`src/rtl/sdram_arb_pkg.sv`:
```
// Shared definitions for the SDRAM port arbiter: FSM encoding and field widths.
package sdram_arb_pkg;

    localparam int ADDR_W = 20;
    localparam int DATA_W = 16;
    localparam int ID_W   = 2;

    typedef enum logic [1:0] {
        ST_IDLE         = 2'd0,
        ST_REQ          = 2'd1,
        ST_WAIT_RD      = 2'd2,
        ST_WAIT_GNT_LOW = 2'd3
    } arb_state_e;

endpackage

```
`src/rtl/sdram_rr_picker.sv`:
```
// Combinational winner search starting one past last_grant.
// With SDRAM_ARB_FIXED_PRIO_EN defined, port 0 overrides and ports 1.. round-robin.
module sdram_rr_picker
    import sdram_arb_pkg::*;
#(
    parameter int NPORTS = 3
) (
    input  logic [NPORTS-1:0] req,
    input  logic [ID_W-1:0]   last_grant,
    output logic [ID_W-1:0]   winner,
    output logic              valid
);

    int idx;

    // Walk from the farthest candidate to the nearest so the nearest one wins.
    always_comb begin
        winner = '0;
        valid  = 1'b0;
        idx    = 0;
        for (int k = NPORTS; k >= 1; k--) begin
            idx = (int'(last_grant) + k) % NPORTS;
`ifdef SDRAM_ARB_FIXED_PRIO_EN
            if (req[idx] && idx != 0) begin
`else
            if (req[idx]) begin
`endif
                winner = idx[ID_W-1:0];
                valid  = 1'b1;
            end
        end
`ifdef SDRAM_ARB_FIXED_PRIO_EN
        if (req[0]) begin
            winner = '0;
            valid  = 1'b1;
        end
`endif
    end

endmodule

```
`src/rtl/sdram_port_arbiter.sv`:
```
// Multi-port front end for a single SDRAM controller; one access in flight at a time.
// Optional build macro SDRAM_ARB_FIXED_PRIO_EN gives port 0 absolute priority.
module sdram_port_arbiter
    import sdram_arb_pkg::*;
#(
    parameter int NPORTS = 3
) (
    input  logic                     clk,
    input  logic                     reset_n,
    input  logic [NPORTS-1:0]        p_req,
    input  logic [NPORTS-1:0]        p_we,
    input  logic [NPORTS*ADDR_W-1:0] p_addr,
    input  logic [NPORTS*DATA_W-1:0] p_wdata,
    output logic [NPORTS-1:0]        p_ack,
    output logic [DATA_W-1:0]        p_rdata,
    output logic                     m_read_req,
    output logic                     m_write_req,
    output logic [ADDR_W-1:0]        m_r_addr,
    output logic [ADDR_W-1:0]        m_w_addr,
    output logic [DATA_W-1:0]        m_din,
    input  logic                     m_read_gnt,
    input  logic                     m_write_gnt,
    input  logic                     m_read_valid,
    input  logic [DATA_W-1:0]        m_dout,
    output logic [1:0]               arb_state
);

    arb_state_e        state_q, state_d;
    logic [ID_W-1:0]   last_grant_q;
    logic [ID_W-1:0]   winner_q;
    logic              we_q;
    logic [ADDR_W-1:0] addr_q;
    logic [DATA_W-1:0] wdata_q;

    logic [NPORTS-1:0] eligible;
    logic [ID_W-1:0]   pick_id;
    logic              pick_valid;
    logic              do_latch;
    logic              do_grant;
    logic              do_ack;
    logic              do_rdata;

    // A port whose ack is high this cycle is still holding a stale request.
    assign eligible = p_req & ~p_ack;

    sdram_rr_picker #(.NPORTS(NPORTS)) u_picker (
        .req        (eligible),
        .last_grant (last_grant_q),
        .winner     (pick_id),
        .valid      (pick_valid)
    );

    always_comb begin
        state_d  = state_q;
        do_latch = 1'b0;
        do_grant = 1'b0;
        do_ack   = 1'b0;
        do_rdata = 1'b0;
        case (state_q)
            ST_IDLE: begin
                if (pick_valid) begin
                    do_latch = 1'b1;
                    state_d  = ST_REQ;
                end
            end
            ST_REQ: begin
                if (we_q && m_write_gnt) begin
                    do_grant = 1'b1;
                    do_ack   = 1'b1;
                    state_d  = ST_WAIT_GNT_LOW;
                end else if (!we_q && m_read_gnt) begin
                    do_grant = 1'b1;
                    state_d  = ST_WAIT_RD;
                end
            end
            ST_WAIT_RD: begin
                if (m_read_valid) begin
                    do_rdata = 1'b1;
                    do_ack   = 1'b1;
                    state_d  = ST_WAIT_GNT_LOW;
                end
            end
            ST_WAIT_GNT_LOW: begin
                if (!m_read_gnt && !m_write_gnt) begin
                    state_d = ST_IDLE;
                end
            end
            default: state_d = ST_IDLE;
        endcase
    end

    always_ff @(posedge clk) begin
        if (!reset_n) begin
            state_q      <= ST_IDLE;
            last_grant_q <= ID_W'(NPORTS - 1);
            winner_q     <= '0;
            we_q         <= 1'b0;
            addr_q       <= '0;
            wdata_q      <= '0;
            p_ack        <= '0;
            p_rdata      <= '0;
        end else begin
            state_q <= state_d;
            p_ack   <= '0;
            if (do_latch) begin
                winner_q <= pick_id;
                we_q     <= p_we[pick_id];
                addr_q   <= p_addr[int'(pick_id)*ADDR_W +: ADDR_W];
                wdata_q  <= p_wdata[int'(pick_id)*DATA_W +: DATA_W];
            end
            if (do_grant) begin
`ifdef SDRAM_ARB_FIXED_PRIO_EN
                // Port 0 wins outside the rotation, so it never moves the pointer.
                if (winner_q != '0) begin
                    last_grant_q <= winner_q;
                end
`else
                last_grant_q <= winner_q;
`endif
            end
            if (do_ack) begin
                p_ack[winner_q] <= 1'b1;
            end
            if (do_rdata) begin
                p_rdata <= m_dout;
            end
        end
    end

    assign m_read_req  = (state_q == ST_REQ) && !we_q;
    assign m_write_req = (state_q == ST_REQ) && we_q;
    assign m_r_addr    = addr_q;
    assign m_w_addr    = addr_q;
    assign m_din       = wdata_q;
    assign arb_state   = state_q;

endmodule

```
`config.mk`:
```
export PLATFORM = sky130hd
export DESIGN_NAME = sdram_port_arbiter
export DESIGN_NICKNAME = d
export VERILOG_FILES = /design/src/rtl/sdram_arb_pkg.sv /design/src/rtl/sdram_rr_picker.sv /design/src/rtl/sdram_port_arbiter.sv
export SDC_FILE = /design/constraint.sdc
export NUM_CORES = 1
export LEC_CHECK = 0
export CORE_MARGIN = 5
export CORE_UTILIZATION = 39
export CTS_BUF_LIST = sky130_fd_sc_hd__clkbuf_8
export CTS_CLUSTER_SIZE = 24
export DETAILED_ROUTE_END_ITERATION = 12
export DONT_BUFFER_PORTS = 1
export PLACE_DENSITY = 0.61
export SYNTH_ARGS = -nofsm -noshare
export SYNTH_HDL_FRONTEND = slang
export SYNTH_SLANG_ARGS = --single-unit
```
`constraint.sdc`:
```
create_clock -name clk -period 3.05 [get_ports clk]
set_input_delay 0.61 -clock clk [delete_from_list [all_inputs] [get_ports clk]]
set_output_delay 0.61 -clock clk [all_outputs]
set_load 0.01 [all_outputs]
```
Word-level counts from Yosys, hierarchy flattened
Index checks and enable logic that the tools add are counted.
{"block": "classes", "addsub": 3, "mul": 1, "n_div": 3, "n_lt_le_gt_ge": 6, "n_eq_ne": 7, "shift": 2, "n_mux": 34, "bitwise": 2, "n_reduce_logical": 12}
{"op": "$lt 32x4->1 const B", "count": 3}
{"op": "$mod 32x3->32 const B", "count": 3}
{"op": "$shiftx 60x8->20", "count": 1}
{"op": "$shiftx 48x7->16", "count": 1}
{"op": "$mux 1", "count": 19}
{"op": "$mux 2", "count": 8}
{"op": "$bmux 1 s2", "count": 4}
{"op": "$pmux 2 s4", "count": 1}
{"op": "$add 2x2->3 const B", "count": 2}
{"op": "$logic_and 1x1->1", "count": 6}
{"op": "$lt 2x3->1 const B", "count": 2}
{"op": "$ne 2x2->1 const B", "count": 3}
{"op": "$mul 2x3->5 const B", "count": 1}
{"op": "$eq 2x2->1 const B", "count": 2}
{"op": "$reduce_and 4->1", "count": 1}
{"op": "$add 2x1->3 const B", "count": 1}
{"op": "$and 3x3->3", "count": 1}
{"op": "$logic_not 1->1", "count": 3}
{"op": "$ne 3x3->1 const B", "count": 1}
{"op": "$not 3->3", "count": 1}
{"op": "$demux 1 s2", "count": 1}
{"op": "$eq 2x1->1 const B", "count": 1}
{"op": "$ge 2x1->1 const B", "count": 1}
{"op": "$logic_not 2->1", "count": 1}
{"op": "other kinds (2)", "count": 2}
{"block": "totals", "regBits": 62, "latch_bits": 0, "ram_bits": 0, "rom_bits": 0, "out_inout_bits": 79, "word_cells": 78, "n_memories": 0}

Depth between registers and ports, before layout
{"block": "depth", "word_depth": 10, "ltp_mapped": 10}

Modules after synthesis
From an unflattened synthesis, not the netlist that was laid out.
{"block": "unflattened", "cells_unflattened": 383, "area_unflattened_um2": 3324.4}
{"mod": "sdram_port_arbiter", "instances": 1, "cells_per_inst": 356, "area_each_um2": 3133.0, "seq_area_each_um2": 1241.2}
{"mod": "sdram_rr_picker", "instances": 1, "cells_per_inst": 27, "area_each_um2": 191.4, "seq_area_each_um2": 0.0}

Worst setup path before layout
No wires, ideal clock.
{"block": "synth_path", "kind": "reg-to-reg", "startpoint": "register last_grant_q[0]", "endpoint": "register addr_q[10] (netlist: m_r_addr[10])", "setup_time_ps": 79, "arrival_time_ps": 2069, "required_ps": 2971, "path_slack_ps": 902, "stages_incl_launch_ff": 9, "path_buffers": 2, "cell_sequence": "dfxtp_1 inv_1 ha_1 nor2_1 o22ai_1 or4b_1 buf_4 buf_6 o221ai_2"}
{"block": "synth_via", "elab_chain_cells": 10, "word_cells_on_any_way": 25, "cone_classes": "add/sub: 3; mul: 1; div: 3; shift: 1; mux: 17"}
{"item": "start, declared", "line_no": "sdram_port_arbiter.sv:29", "source": "logic [ID_W-1:0] last_grant_q;"}
{"item": "start signal, assigned", "line_no": "sdram_port_arbiter.sv:95", "source": "last_grant_q <= ID_W'(NPORTS - 1);"}
{"item": "start signal, assigned", "line_no": "sdram_port_arbiter.sv:118", "source": "last_grant_q <= winner_q;"}
{"item": "$add 2x2->3", "line_no": "sdram_rr_picker.sv:22", "source": "idx = (int'(last_grant) + k) % NPORTS;"}
{"item": "$mod 32x3->32", "line_no": "sdram_rr_picker.sv:22"}
{"item": "$bmux 1 s2", "line_no": "sdram_rr_picker.sv:26", "source": "if (req[idx]) begin"}
{"item": "$mux 1 (implied by the code) (2 in series)", "line_no": "sdram_rr_picker.sv:26"}
{"item": "$mux 2 / $mux 1 (equally long branches) (3 in series)", "line_no": "sdram_rr_picker.sv:26"}
{"item": "$mul 2x3->5 / $mux 1 (equally long branches)", "line_no": "sdram_port_arbiter.sv:108, sdram_port_arbiter.sv:61"}
{"item": "$shiftx 60x8->20 / $mux 1 (equally long branches)", "line_no": "sdram_port_arbiter.sv:108, sdram_port_arbiter.sv:59"}
{"item": "end signal, assigned", "line_no": "sdram_port_arbiter.sv:108", "source": "addr_q <= p_addr[int'(pick_id)*ADDR_W +: ADDR_W];"}
{"item": "end, declared", "line_no": "sdram_port_arbiter.sv:32", "source": "logic [ADDR_W-1:0] addr_q;"}
Several ways; a longest one is shown, not always the timed one. The select of a mux whose other input is x is not followed.
A chain may end at the register's enable or synchronous reset.

Worst setup path in the final report
{"block": "layout_path", "startpoint": "register last_grant_q[0]", "endpoint": "register addr_q[4] (netlist: m_r_addr[4])"}
The elaborated chain is that of the path after synthesis.

==> qor.yml <==
outcome:
  run_status: "finished, final reports clean"
clock_tree:
  root_buffer: "clkbuf_8"
  cts_resized: 0
  insertion_delay_ns: 0.34
  postCtsHoldBufs: 0
  clock_sinks: 62
  cts_setup_buffers: 0
  clk_pin_slew_ns: 0.08
  cts_buffers: 9
  cts_buffer_depth: 2
  cts_tree: "yes"
  htree_levels: 3
synthesis:
  synthCells: 424
  ys_async_sr_fraction_pct: 0
  avgSynthCellArea_um2: 8.89
  synth_edf_count: 0
  synth_seq_cells: 62
  synth.net_count: 566
  ys_types: 42
  yosys_warnings: 0
  ys.flop_type: "dfxtp_1"
  ys_seq_area_share_pct: 32.9
  syn_area_um2: 3770
critical_path:
  path_buf_inv: 2
  critPathMaxStageDelay_ns: 0.76
  crit_required_ns: 3.26
  r2r_cells: 8
  crit_path_end_kind: "flop"
  worstSetupPathType: "flop to flop"
  r2r_end: "m_r_addr[4]"
  cp.arrival_ns: 2.87
  crit_fanout: 23
  reg2reg_from: "last_grant_q[0]"
  reg2reg_slack_ns: 0.39
  critPathLaunch: "last_grant_q[0]"
  cp_top_family: "simple AND/OR/NAND/NOR gates"
  crit_path_start_kind: "flop"
  path_depth: 8
  cp_cell_sequence: "inv_1 > ha_1 > nor2_1 > o21ai_0 > or3b_2 > buf_12 > mux2i_1 > o221ai_2"
  cp_slowest_cell: "or3b_2"
floorplanning:
  rows: 35
  die_w_um: 108
  fp.dieH_um: 108
  ioPinCount: 214
  coreArea_um2: 9330
  initial_utilization_pct: 40.4
  fp.dieArea_um2: 11700
detailed_routing:
  ant_nets: 0
  vias_per_cell: 5.69
  first_pass_iters: 6
  drc_errors: 0
  post_drt_wl_per_cell_um: 19.7
  drtIter0Drc: 151
  vias: 2949
  wirelength_um: 10200
grt:
  grt_use_total_pct: 17.1
  grt_max_degree: 100
  antenna_found_initial: 0
  grt_pass1_wl_um: 15700
  grt_pass1_vias: 3043
  grt_overflow: 0
sta:
  rsz0062_at_grt: "false"
  setup_slack_ns: 0.385
  finalHoldViolCount: 0
  final.period_utilization_pct: 87.4
  period_needed_ns: 2.66
  relSlewSlack_pct: 43.6
  setup_viol: 0
  clock.fmax_mhz: 375
  fin_skew_ns: 0.0112
  drv_slew: 0
  setup_tns_ns: 0
  tightest_slew_ns: 0.846
worst_hold_path:
  hp-class: "input pin to flop"
  whs_path_depth: 1
  holdPathEnd: "last_grant_q[1]"
  min-delay-start: "reset_n"
placed_design:
  gp_congestion: 0.744
  pre_cts_ws_ns: 0.371
  port_buffers: 0
  dpl.hpwl_um: 7330
cells_and_area:
  synthToLayoutAreaGrowth_pct: 3.29
  n_antenna_cell: 0
  drive_above_1_share_pct: 16.7
  nets: 526
power_and_ir_drop:
  p_int_w: 0.00191
  cellLeakagePower_nw: 1.48
  power.density_nw_per_um2: 845
  total_power_w: 0.00329
  power_switching_w: 0.00138
  power_frac_comb_pct: 33.0
  clock_power_share_pct: 26.0
  pwr-share-seq_pct: 41.0
  switching_share_pct: 42.0
  peakVddDrop_mv: 0.287
job:
  cap_viol_max_count: 0
-- placed cells by master, fill, tap and decap left out, drive strengths merged, types with 2 or more instances in the layout --
master,count
clkbuf,9
nand2b,2
nand3,6
nor3,2
ha,7
nor3b,3
o221ai,38
nor2,4
o22ai,2
inv,10
buf,7
o21ai,6
and2,2
bufinv,2
a21oi,2
clkinv,3
mux2i,39
or4,36
dfxtp,62
a21boi,19
nand2,112
or3,3
-- power by group through the flow --
stage	Clock (W)	Combinational, W	Sequential (W)
floorplan	0	0.00111	0.00125
global placement	0	0.00107	0.00137
detailed placement	0	0.00111	0.00138
CTS	0.000886	0.00111	0.00136
global route	0.000921	0.00121	0.00138
finish	0.000855	0.00108	0.00135
-- stage by stage --
step	hold slack, ns	util [%]	cells	area (um^2)
6_report	0.362	41.7	518	3890
5_1_grt	0.332	41.7	518	3890
3_5_place_dp	0.492	39.2	502	3660
4_1_cts	0.326	41.7	518	3890
3_3_place_gp	0.477	39.2	502	3660
2_1_floorplan	0.449	-	424	3770
-- cells by family (layout without fill, tap and decap cells) --
family	after synthesis	in the layout	synth area share, %
flops	62	62	32.9
fa+ha+maj	7	7	2.32
buf+inv	66	31	10.1
mux	40	40	10.7
simple gates	175	175	23.2
compound gates	74	74	20.7
-- cell usage after synthesis (2+ instances only) --
cell	number	area, um^2
nand2_1	112	420
o221ai_2	30	450
o21ai_0	4	20.0
clkbuf_1	23	86.3
o221ai_1	8	70.1
buf_4	21	158
nor2_1	3	11.3
inv_1	8	30.0
buf_6	6	67.6
a21boi_1	2	15.0
buf_2	7	35.0
nand3_1	6	30.0
or4_1	36	270
nand2b_4	2	27.5
or3_1	3	18.8
and2_1	2	12.5
a21boi_0	17	128
dfxtp_1	62	1240
mux2i_1	39	390
nor3b_1	3	22.5
o22ai_1	2	12.5
nor3_1	2	10.0
ha_1	7	87.6
-- registers in the layout (all words and copies together), names as in the netlist --
register	count
m_din	16
winner_q	2
arb_state	2
last_grant_q	2
m_r_addr	20
p_ack	3
p_rdata	16
we_q	1
-- per-layer routing --
metal | wire length [um] | share of wire (%) | up-vias | track usage (%)
li1 | - | - | 1431 | -
met1 | 4040 | 40 | 1381 | 19.2
met2 | 5210 | 51 | 127 | 30.7
met3 | 864 | 8.4 | 10 | 5.43
met4 | 108 | 1.1 | 0 | 5.41
met5 | 0 | 0 | - | 0
-- cell type report --
class	instances	area, um^2
multi-input cells	296	2160
fillers	931	5440
well taps	129	161
inverters	8	30.0
clock buffers	9	124
clock inverters	7	106
flip-flops and latches	62	1240
repair buffers	7	65.1
-- how the worst max path moves through the flow --
stage,slack [ns],end
after detailed placement,0.37,m_r_addr[4]
after global routing,0.20,m_r_addr[19]
after global placement,0.52,m_r_addr[7]
after CTS,0.36,m_r_addr[4]
after floorplan,0.90,m_r_addr[10]
final,0.39,m_r_addr[4]
No activity file was read; power rests on OpenSTA's default activity.
